--- config.mk ---
export PLATFORM = sky130hd
export DESIGN_NAME = systolic_feeder
export DESIGN_NICKNAME = d
export VERILOG_FILES = /design/src/rtl/systolic_feeder.sv
export SDC_FILE = /design/constraint.sdc
export NUM_CORES = 1
export LEC_CHECK = 0
export ABC_CLOCK_PERIOD_IN_PS = 13300
export CORE_ASPECT_RATIO = 1.2
export CORE_MARGIN = 5
export CORE_UTILIZATION = 50
export CTS_BUF_LIST = sky130_fd_sc_hd__clkbuf_16
export CTS_CLUSTER_DIAMETER = 50
export DETAILED_ROUTE_END_ITERATION = 7
export PLACE_DENSITY = 0.78
export SETUP_SLACK_MARGIN = 0.4
export SYNTH_ARGS = -nofsm -noshare
export SYNTH_HDL_FRONTEND = slang
export SYNTH_SLANG_ARGS = --single-unit
--- constraint.sdc ---
create_clock -name clk -period 13.3 [get_ports clk]
set_input_delay 2.66 -clock clk [delete_from_list [all_inputs] [get_ports clk]]
set_output_delay 2.66 -clock clk [all_outputs]
set_load 0.01 [all_outputs]
--- src/rtl/systolic_feeder.sv ---
// systolic_feeder: skews A/B K-slices onto systolic array edges and sequences PE load/drain/done; SYSTOLIC_FEEDER_STALL_CNT_EN adds stall_cycles.
module systolic_feeder #(
  parameter int DATA_WIDTH = 32,
  parameter int ARRAY_DIM  = 4,
  parameter int K_WIDTH    = 8
) (
  input  logic                            clk,
  input  logic                            rst,
  input  logic                            start,
  input  logic [K_WIDTH-1:0]              k_len,
  input  logic                            in_valid,
  output logic                            in_ready,
  input  logic [ARRAY_DIM*DATA_WIDTH-1:0] a_vec,
  input  logic [ARRAY_DIM*DATA_WIDTH-1:0] b_vec,
  output logic [ARRAY_DIM*DATA_WIDTH-1:0] a_lane,
  output logic [ARRAY_DIM*DATA_WIDTH-1:0] b_lane,
  output logic                            load,
  output logic                            busy,
`ifdef SYSTOLIC_FEEDER_STALL_CNT_EN
  output logic                            done,
  output logic [15:0]                     stall_cycles
`else
  output logic                            done
`endif
);
  localparam int CW = K_WIDTH + 5;
  localparam logic [CW-1:0] FL = CW'(2 * ARRAY_DIM - 2);
  typedef enum logic [2:0] {IDLE, ACC, LD, DRAIN, DONE} state_t;
  state_t state, state_d;
  logic [CW-1:0] cnt, cnt_d;
  logic [K_WIDTH-1:0] kr, kr_d;
  logic shift, feed;
  always_comb begin
    state_d = state;
    cnt_d = cnt;
    kr_d = kr;
    shift = 1'b0;
    feed = cnt < {5'b0, kr};
    case (state)
      IDLE: if (start) begin
        kr_d = k_len;
        cnt_d = '0;
        state_d = (k_len == '0) ? DONE : ACC;
      end
      ACC: if (!feed || in_valid) begin
        state_d = LD;
        cnt_d = cnt + 1'b1;
        shift = 1'b1;
      end
      LD: state_d = (cnt < {5'b0, kr} + FL) ? ACC : DRAIN;
      DRAIN: state_d = DONE;
      default: state_d = IDLE;
    endcase
  end
  always_ff @(posedge clk)
    if (rst) begin
      state <= IDLE;
      cnt <= '0;
      kr <= '0;
      load <= 1'b0;
      busy <= 1'b0;
      done <= 1'b0;
      in_ready <= 1'b0;
    end else begin
      state <= state_d;
      cnt <= cnt_d;
      kr <= kr_d;
      load <= state_d == LD;
      busy <= state_d != IDLE;
      done <= state_d == DONE;
      in_ready <= (state_d == ACC) && (cnt_d < {5'b0, kr_d});
    end
  // lane i is a chain of i+1 registers; flush steps push zeros in
  for (genvar i = 0; i < ARRAY_DIM; i++) begin : g_lane
    logic [DATA_WIDTH-1:0] sa [i+1];
    logic [DATA_WIDTH-1:0] sb [i+1];
    always_ff @(posedge clk)
      if (rst) begin
        for (int j = 0; j <= i; j++) begin
          sa[j] <= '0;
          sb[j] <= '0;
        end
      end else if (shift) begin
        sa[0] <= feed ? a_vec[i*DATA_WIDTH +: DATA_WIDTH] : '0;
        sb[0] <= feed ? b_vec[i*DATA_WIDTH +: DATA_WIDTH] : '0;
        for (int j = 1; j <= i; j++) begin
          sa[j] <= sa[j-1];
          sb[j] <= sb[j-1];
        end
      end
    assign a_lane[i*DATA_WIDTH +: DATA_WIDTH] = sa[i];
    assign b_lane[i*DATA_WIDTH +: DATA_WIDTH] = sb[i];
  end
`ifdef SYSTOLIC_FEEDER_STALL_CNT_EN
  always_ff @(posedge clk)
    if (rst || (state == IDLE && start))
      stall_cycles <= '0;
    else if (state == ACC && feed && !in_valid && stall_cycles != 16'hFFFF)
      stall_cycles <= stall_cycles + 1'b1;
`endif
endmodule

* Word-level counts from Yosys, hierarchy flattened
Memories as Yosys holds them, arrays and structs flattened. Cells that the tools add are included.
Storage, ports and cells: register bits after elaboration 28, memory bits (writable) 640, word-level logic and storage cells 99, memories 8
Memory list:
- g_lane[3].sa | depth 4, width 32, read ports 4, clocked after memory_dff 0, wr ports 4, RTL line 75 | logic [DATA_WIDTH-1:0] sa [i+1];
- g_lane[3].sb | depth 4, width 32, read ports 4, clocked after memory_dff 0, wr ports 4, RTL line 76 | logic [DATA_WIDTH-1:0] sb [i+1];
- g_lane[2].sa | depth 3, width 32, read ports 3, clocked after memory_dff 0, wr ports 3, RTL line 75
- g_lane[2].sb | depth 3, width 32, read ports 3, clocked after memory_dff 0, wr ports 3, RTL line 76
- g_lane[1].sa | depth 2, width 32, read ports 2, clocked after memory_dff 0, wr ports 2, RTL line 75
- g_lane[1].sb | depth 2, width 32, read ports 2, clocked after memory_dff 0, wr ports 2, RTL line 76
- +2 memories
Operators by class: add/sub/neg operators 2, order comparisons 3, eq/ne operators 6, muxes and demuxes 47, bitwise gates (word level) 18, reduce and logical (&&, ||, !) cells 8
Operator list (count):
- $mux 32 | 28
- $reduce_or 32->1 | 2
- $lt 13x8->1 | 2
- $mux 13 | 2
- $pmux 13 s2 | 1
- $or 1x1->1 | 18
- $mux 8 | 2
- $add 13x1->13 const B | 1
- $lt 13x9->1 | 1
- $pmux 3 s4 | 1
- $add 8x3->9 const B | 1
- $eq 3x2->1 const B | 3
- $mux 1 | 9
- $mux 3 | 3
- $logic_not 8->1 | 1
- $eq 3x1->1 const B | 2
- $eq 3x3->1 const B | 1
- $logic_not 3->1 | 1
- $reduce_bool 3->1 | 1
- $mux 2 | 1
- $logic_and 1x1->1 | 1
- $logic_not 1->1 | 1
- $logic_or 1x1->1 | 1

* Longest topological paths before layout
depth in word-level cells 10, mapped depth 14

* Worst setup path before layout
No wires, ideal clock.
path type input-to-reg, from input port rst, to memory g_lane[0].sa[0][0] (enable), setup time 0.745 ns, data arrival time 10.879 ns, slack 1.676 ns, stages 3, buffers on the path 2, cells stage by stage clkbuf_1 -> clkbuf_1 -> or2_2
Between the ends: longest elaborated chain between the ends 4, elaborated cells between the ends (all ways) 6, those cells by class mux (5); reduce/logical (1)
RTL lines:
- from (decl) | RTL line 8 | input logic rst,
- $mux 1 | RTL line 78 | if (rst) begin
- $mux 1 | RTL line 84 | sa[0] <= feed ? a_vec[i*DATA_WIDTH +: DATA_WIDTH] : '0;
- $reduce_or 32->1 (no line)
- $mux 1 (no line) *
- to (decl) | RTL line 75
Mark *: on every way between the ends. The rest lies on a longest branch, timed or not.

* Final worst setup path
from input port in_valid, to memory g_lane[0].sb[0][15] (enable)
Between the ends: longest elaborated chain between the ends 8
RTL lines:
- from (decl) | RTL line 11 | input logic in_valid,
- $logic_or 1x1->1 * | RTL line 45 | ACC: if (!feed || in_valid) begin
- $mux 1 * | RTL line 45
- $mux 1 * | RTL line 39 | case (state)
- $mux 1 * | RTL line 83 | end else if (shift) begin
- $mux 1 * | RTL line 78
- $mux 1 * | RTL line 85 | sb[0] <= feed ? b_vec[i*DATA_WIDTH +: DATA_WIDTH] : '0;
- $reduce_or 32->1 (no line)
- $mux 1 (no line) *
- to (decl) | RTL line 76
Marked as above.

==> flow_summary.html <==
<table>
<tr><th>Metric</th><th>Value</th></tr>
<tr><th colspan="2">Setup path</th></tr>
<tr><td>FF-to-FF Start</td><td>kr[7]$_SDFF_PP0_</td></tr>
<tr><td>Type of element capturing the critical path</td><td>flop</td></tr>
<tr><td>CP bufs+invs</td><td>3</td></tr>
<tr><td>Startpoint types</td><td>input pin</td></tr>
<tr><td>Critical path class</td><td>in -&gt; reg</td></tr>
<tr><td>Maximum cell stage delay along the critical path</td><td>0.93 ns</td></tr>
<tr><td>CP endpoint</td><td>g_lane[0].sb[0][15]$_SDFFCE_PP0P_</td></tr>
<tr><td>Cell type group with the largest total delay on the critical path</td><td>buffers and inverters</td></tr>
<tr><td>Worst Reg-to-Reg Cells</td><td>8</td></tr>
<tr><td>Total stage count of the critical path</td><td>6</td></tr>
<tr><td>Peak fanout along the critical path</td><td>85</td></tr>
<tr><td>Critical path origin</td><td>in_valid</td></tr>
<tr><td>Setup slack, reg-to-reg</td><td>8.73 ns</td></tr>
<tr><td>Critical path, cell by cell</td><td>clkdlybuf4s50_1 -&gt; a41oi_4 -&gt; a21oi_2 -&gt; or2_4 -&gt; buf_4 -&gt; buf_4</td></tr>
<tr><td>Critical path required time</td><td>13.50 ns</td></tr>
<tr><td>Data arrival time at the worst-slack endpoint</td><td>6.24 ns</td></tr>
<tr><td>FF-to-FF End</td><td>g_lane[0].sb[0][15]$_SDFFCE_PP0P_</td></tr>
<tr><td>Critical Path Most Common Cell</td><td>buf_4</td></tr>
<tr><td>Max stage delay cell, worst path</td><td>buf_4</td></tr>
<tr><th colspan="2">Logic synthesis</th></tr>
<tr><td>Combinational family with the most area after synthesis</td><td>simple AND/OR/NAND/NOR gates</td></tr>
<tr><td>Area share of fa/ha/maj cells after synthesis</td><td>0.0113</td></tr>
<tr><td>Distinct cell type count of the synthesized netlist</td><td>48</td></tr>
<tr><td>Synth top area share</td><td>0.726</td></tr>
<tr><td>Number of nets in the synthesized netlist</td><td>2004</td></tr>
<tr><td>Leading cell type by number of instances after synthesis</td><td>and2_1</td></tr>
<tr><td>Post-synthesis instance area</td><td>26500 sq um</td></tr>
<tr><td>Sequential share of the synthesized area</td><td>0.747</td></tr>
<tr><td>Number of warnings reported in the yosys synthesis log</td><td>0</td></tr>
<tr><td>Biggest area consumer among synthesized cells</td><td>edfxtp_1</td></tr>
<tr><td>Post-synthesis async set-or-reset flop share</td><td>0</td></tr>
<tr><td>Register bit total from synthesis</td><td>668</td></tr>
<tr><td>Number of synthesized flops with an enable pin</td><td>640</td></tr>
<tr><td>Leading cell types by count after synthesis</td><td>and2_1, edfxtp_1, buf_4</td></tr>
<tr><td>Synthesized area per cell</td><td>15.5 sq um</td></tr>
<tr><td>Top area cells in the synthesized netlist</td><td>edfxtp_1, and2_1, buf_4</td></tr>
<tr><td>Compound-Gate Fraction of Synth Area</td><td>0.0128</td></tr>
<tr><td>Multiplexer share of the synthesized area</td><td>0.00440</td></tr>
<tr><td>Primary FF master, synth</td><td>edfxtp_1</td></tr>
<tr><td>Fraction of the mapped netlist area in simple logic gates</td><td>0.170</td></tr>
<tr><td>Post-Synthesis Cells</td><td>1712</td></tr>
<tr><td>Area share of xor/xnor cells in the synthesized design</td><td>0.00165</td></tr>
<tr><th colspan="2">Pwr</th></tr>
<tr><td>Power per cell area</td><td>146 nW/um^2</td></tr>
<tr><td>Reported leakage power</td><td>0.0125 uW</td></tr>
<tr><td>Power Total</td><td>4900 uW</td></tr>
<tr><td>Worst vdd ir</td><td>0.125 mV</td></tr>
<tr><th colspan="2">STA</th></tr>
<tr><td>Final setup skew</td><td>0.0321 ns</td></tr>
<tr><td>Worst-case hold slack</td><td>0.468 ns</td></tr>
<tr><td>Final critical-path setup slack</td><td>7.27 ns</td></tr>
<tr><td>Transition time at the pin with the least slew margin</td><td>1.07 ns</td></tr>
<tr><td>Final setup viols</td><td>0</td></tr>
<tr><td>RSZ-0062 raised after global routing</td><td>false</td></tr>
<tr><td>Headroom to the max-slew limit</td><td>0.284</td></tr>
<tr><td>Number of hold violations in the final report</td><td>0</td></tr>
<tr><td>Time the final worst path needs with I/O delays and setup</td><td>6.03 ns</td></tr>
<tr><td>Period Utilization, post-route</td><td>0.454</td></tr>
<tr><td>Final-layout setup total negative slack</td><td>0 ns</td></tr>
<tr><td>Max frequency</td><td>166 MHz</td></tr>
<tr><td>Max-slew violation count</td><td>0</td></tr>
<tr><th colspan="2">Global route</th></tr>
<tr><td>GR Overflow Total</td><td>0</td></tr>
<tr><td>Maximum number of pins on one net before global-route repair</td><td>259</td></tr>
<tr><td>Initial antenna violation count</td><td>20</td></tr>
<tr><td>Wire length of the first global-routing pass</td><td>78700 um</td></tr>
<tr><td>Global-route usage over all layers</td><td>0.178</td></tr>
<tr><td>Via count of the first global-routing pass</td><td>14.2k</td></tr>
<tr><th colspan="2">Finish</th></tr>
<tr><td>Final Net Count</td><td>2407</td></tr>
<tr><td>Fraction of layout instances using a drive strength above 1</td><td>0.0541</td></tr>
<tr><td>Post-layout util</td><td>0.640</td></tr>
<tr><td>P&amp;R area growth vs syn</td><td>26.9%</td></tr>
<tr><td>Count of filler cells inserted in the layout</td><td>3720</td></tr>
<tr><th colspan="2">Placed design</th></tr>
<tr><td>IO Port Bufs</td><td>527</td></tr>
<tr><td>Routability-driven placement congestion ratio</td><td>0.838</td></tr>
<tr><td>Total half-perimeter wirelength after legalization and detailed placement</td><td>35700 um</td></tr>
<tr><td>Post-Place Setup Slack</td><td>6.67 ns</td></tr>
<tr><th colspan="2">Clock network</th></tr>
<tr><td>Clock tree root buffer cell</td><td>clkbuf_16</td></tr>
<tr><td>Clock tree from TritonCTS</td><td>built</td></tr>
<tr><td>Worst-Skew Late Latency</td><td>0.59 ns</td></tr>
<tr><td>Clock transition at the registers of the reported paths</td><td>0.06 ns</td></tr>
<tr><td>Hold_buf cts</td><td>0</td></tr>
<tr><td>Maximum clock path buffer count</td><td>3</td></tr>
<tr><td>Number of clock buffers inserted by TritonCTS</td><td>70</td></tr>
<tr><td>TritonCTS Sinks</td><td>668</td></tr>
<tr><td>Post-cts sizing count</td><td>0</td></tr>
<tr><td>Number of levels the H-tree was split into</td><td>3</td></tr>
<tr><td>Post-CTS setup buffer count</td><td>0</td></tr>
<tr><th colspan="2">Hold path</th></tr>
<tr><td>Hold crit path type</td><td>reg -&gt; reg</td></tr>
<tr><th colspan="2">Die</th></tr>
<tr><td>Overall die area</td><td>57700 sq um</td></tr>
<tr><td>Top-Level Pins</td><td>528</td></tr>
<tr><td>Initial core utilization</td><td>0.504</td></tr>
<tr><td>Placeable core area</td><td>52500 sq um</td></tr>
<tr><td>Die boundary height</td><td>262 um</td></tr>
<tr><td>Num rows</td><td>92</td></tr>
<tr><td>Horiz. Die Dim</td><td>220 um</td></tr>
<tr><th colspan="2">Routing</th></tr>
<tr><td>Top metal layer carrying routed signals</td><td>met5</td></tr>
<tr><td>Final Routed Wirelength</td><td>52900 um</td></tr>
<tr><td>First-iteration detailed-routing DRC count</td><td>1214</td></tr>
<tr><td>Number of detailed-routing iterations run before antenna repair</td><td>5</td></tr>
<tr><td>Vias per cell</td><td>4.79</td></tr>
<tr><td>Met2 wire len</td><td>26100 um</td></tr>
<tr><td>Vias</td><td>13.8k</td></tr>
<tr><td>Mean routed wirelength per cell</td><td>18.4 um</td></tr>
<tr><td>Total DRC errors in the routed layout</td><td>0</td></tr>
<tr><td>Met1 Routed Length</td><td>19500 um</td></tr>
<tr><td>Final antenna-violating net count</td><td>0</td></tr>
<tr><td>Amount of wire on met3 after detailed routing</td><td>5270 um</td></tr>
<tr><th colspan="2">Job</th></tr>
<tr><td>Count of maximum capacitance violations</td><td>0</td></tr>
<tr><th colspan="2">Status</th></tr>
<tr><td>Result of the run</td><td>completed</td></tr>
</table>
power by group:
part,switching (uW),internal (uW)
Combinational,239,236
Clock,765,1070
Sequential,49.2,2540
Total,1050,3840
through the flow:
step           instance area (sq um)  std cells
6_report                       33600       2876
5_1_grt                        33600       2870
4_1_cts                        33600       2867
3_5_place_dp                   31400       2748
3_3_place_gp                   31400       2748
2_1_floorplan                  26500       1712
per-layer routing:
layer,GRT usage,up-vias
met2,0.298,485
met5,0,-
met1,0.205,6518
met3,0.0706,122
met4,0.0763,20
li1,-,6618
registers in the layout, summed over array words and instances, names as in the netlist:
signal,count
g_lane.sa,320
state,3
g_lane.sb,320
kr,8
in_ready,1
load,1
busy,1
cnt,13
done,1
kinds of logic (layout without fill, tap and decap cells):
| logic type | Yosys count | in the layout |
|---|---|---|
| adder cells (fa/ha/maj) | 24 | 24 |
| multiplexers | 11 | 11 |
| other | 0 | 9 |
| XOR/XNOR | 5 | 5 |
| AO/OA/AOI/OAI | 47 | 47 |
| flip-flops | 668 | 668 |
| buffers and inverters | 218 | 668 |
| AND/OR/NAND/NOR | 739 | 739 |
cells in the final DEF (no fill, tap or decap), types with 15 or more instances in the layout:
cell type	n
nand2_1	24
inv_1	26
nor2_1	29
clkbuf_16	71
dfxtp_1	28
edfxtp_1	640
a21oi_1	15
clkdlybuf4s50_1	527
and2_1	641
ha_1	24
worst min path at each step:
| stage | start | to | slack [ns] | depth (start not counted) |
|---|---|---|---|---|
| detailed placement | kr[0]$_SDFF_PP0_ | kr[0]$_SDFF_PP0_ | 0.46 | 2 |
| global route | kr[0]$_SDFF_PP0_ | kr[0]$_SDFF_PP0_ | 0.50 | 2 |
| finish | kr[0]$_SDFF_PP0_ | kr[0]$_SDFF_PP0_ | 0.47 | 2 |
| floorplan | kr[0]$_SDFF_PP0_ | kr[0]$_SDFF_PP0_ | 0.44 | 2 |
| global placement | kr[0]$_SDFF_PP0_ | kr[0]$_SDFF_PP0_ | 0.46 | 2 |
| CTS | kr[0]$_SDFF_PP0_ | kr[0]$_SDFF_PP0_ | 0.47 | 2 |
worst min-delay path, stage by stage, from the launching register on:
cell,delay (ns)
dfxtp_1,0.32
nand2_1,0.05
a21oi_1,0.05
final cells by class:
| type | count | area, sq um | area share |
|---|---|---|---|
| Sequential cell | 668 | 19800 | 0.589 |
| Timing Repair Buffer | 538 | 5380 | 0.160 |
| Multi-Input combinational cell | 826 | 5320 | 0.158 |
| Clock buffer | 71 | 1780 | 0.0529 |
| Tap cell | 705 | 882 | 0.0263 |
| Clock inverter | 48 | 377 | 0.0112 |
| Inverter | 11 | 41.3 | 0.00123 |
| Antenna cell | 9 | 22.5 | 0.000671 |
(Power assumes the default switching activity.)
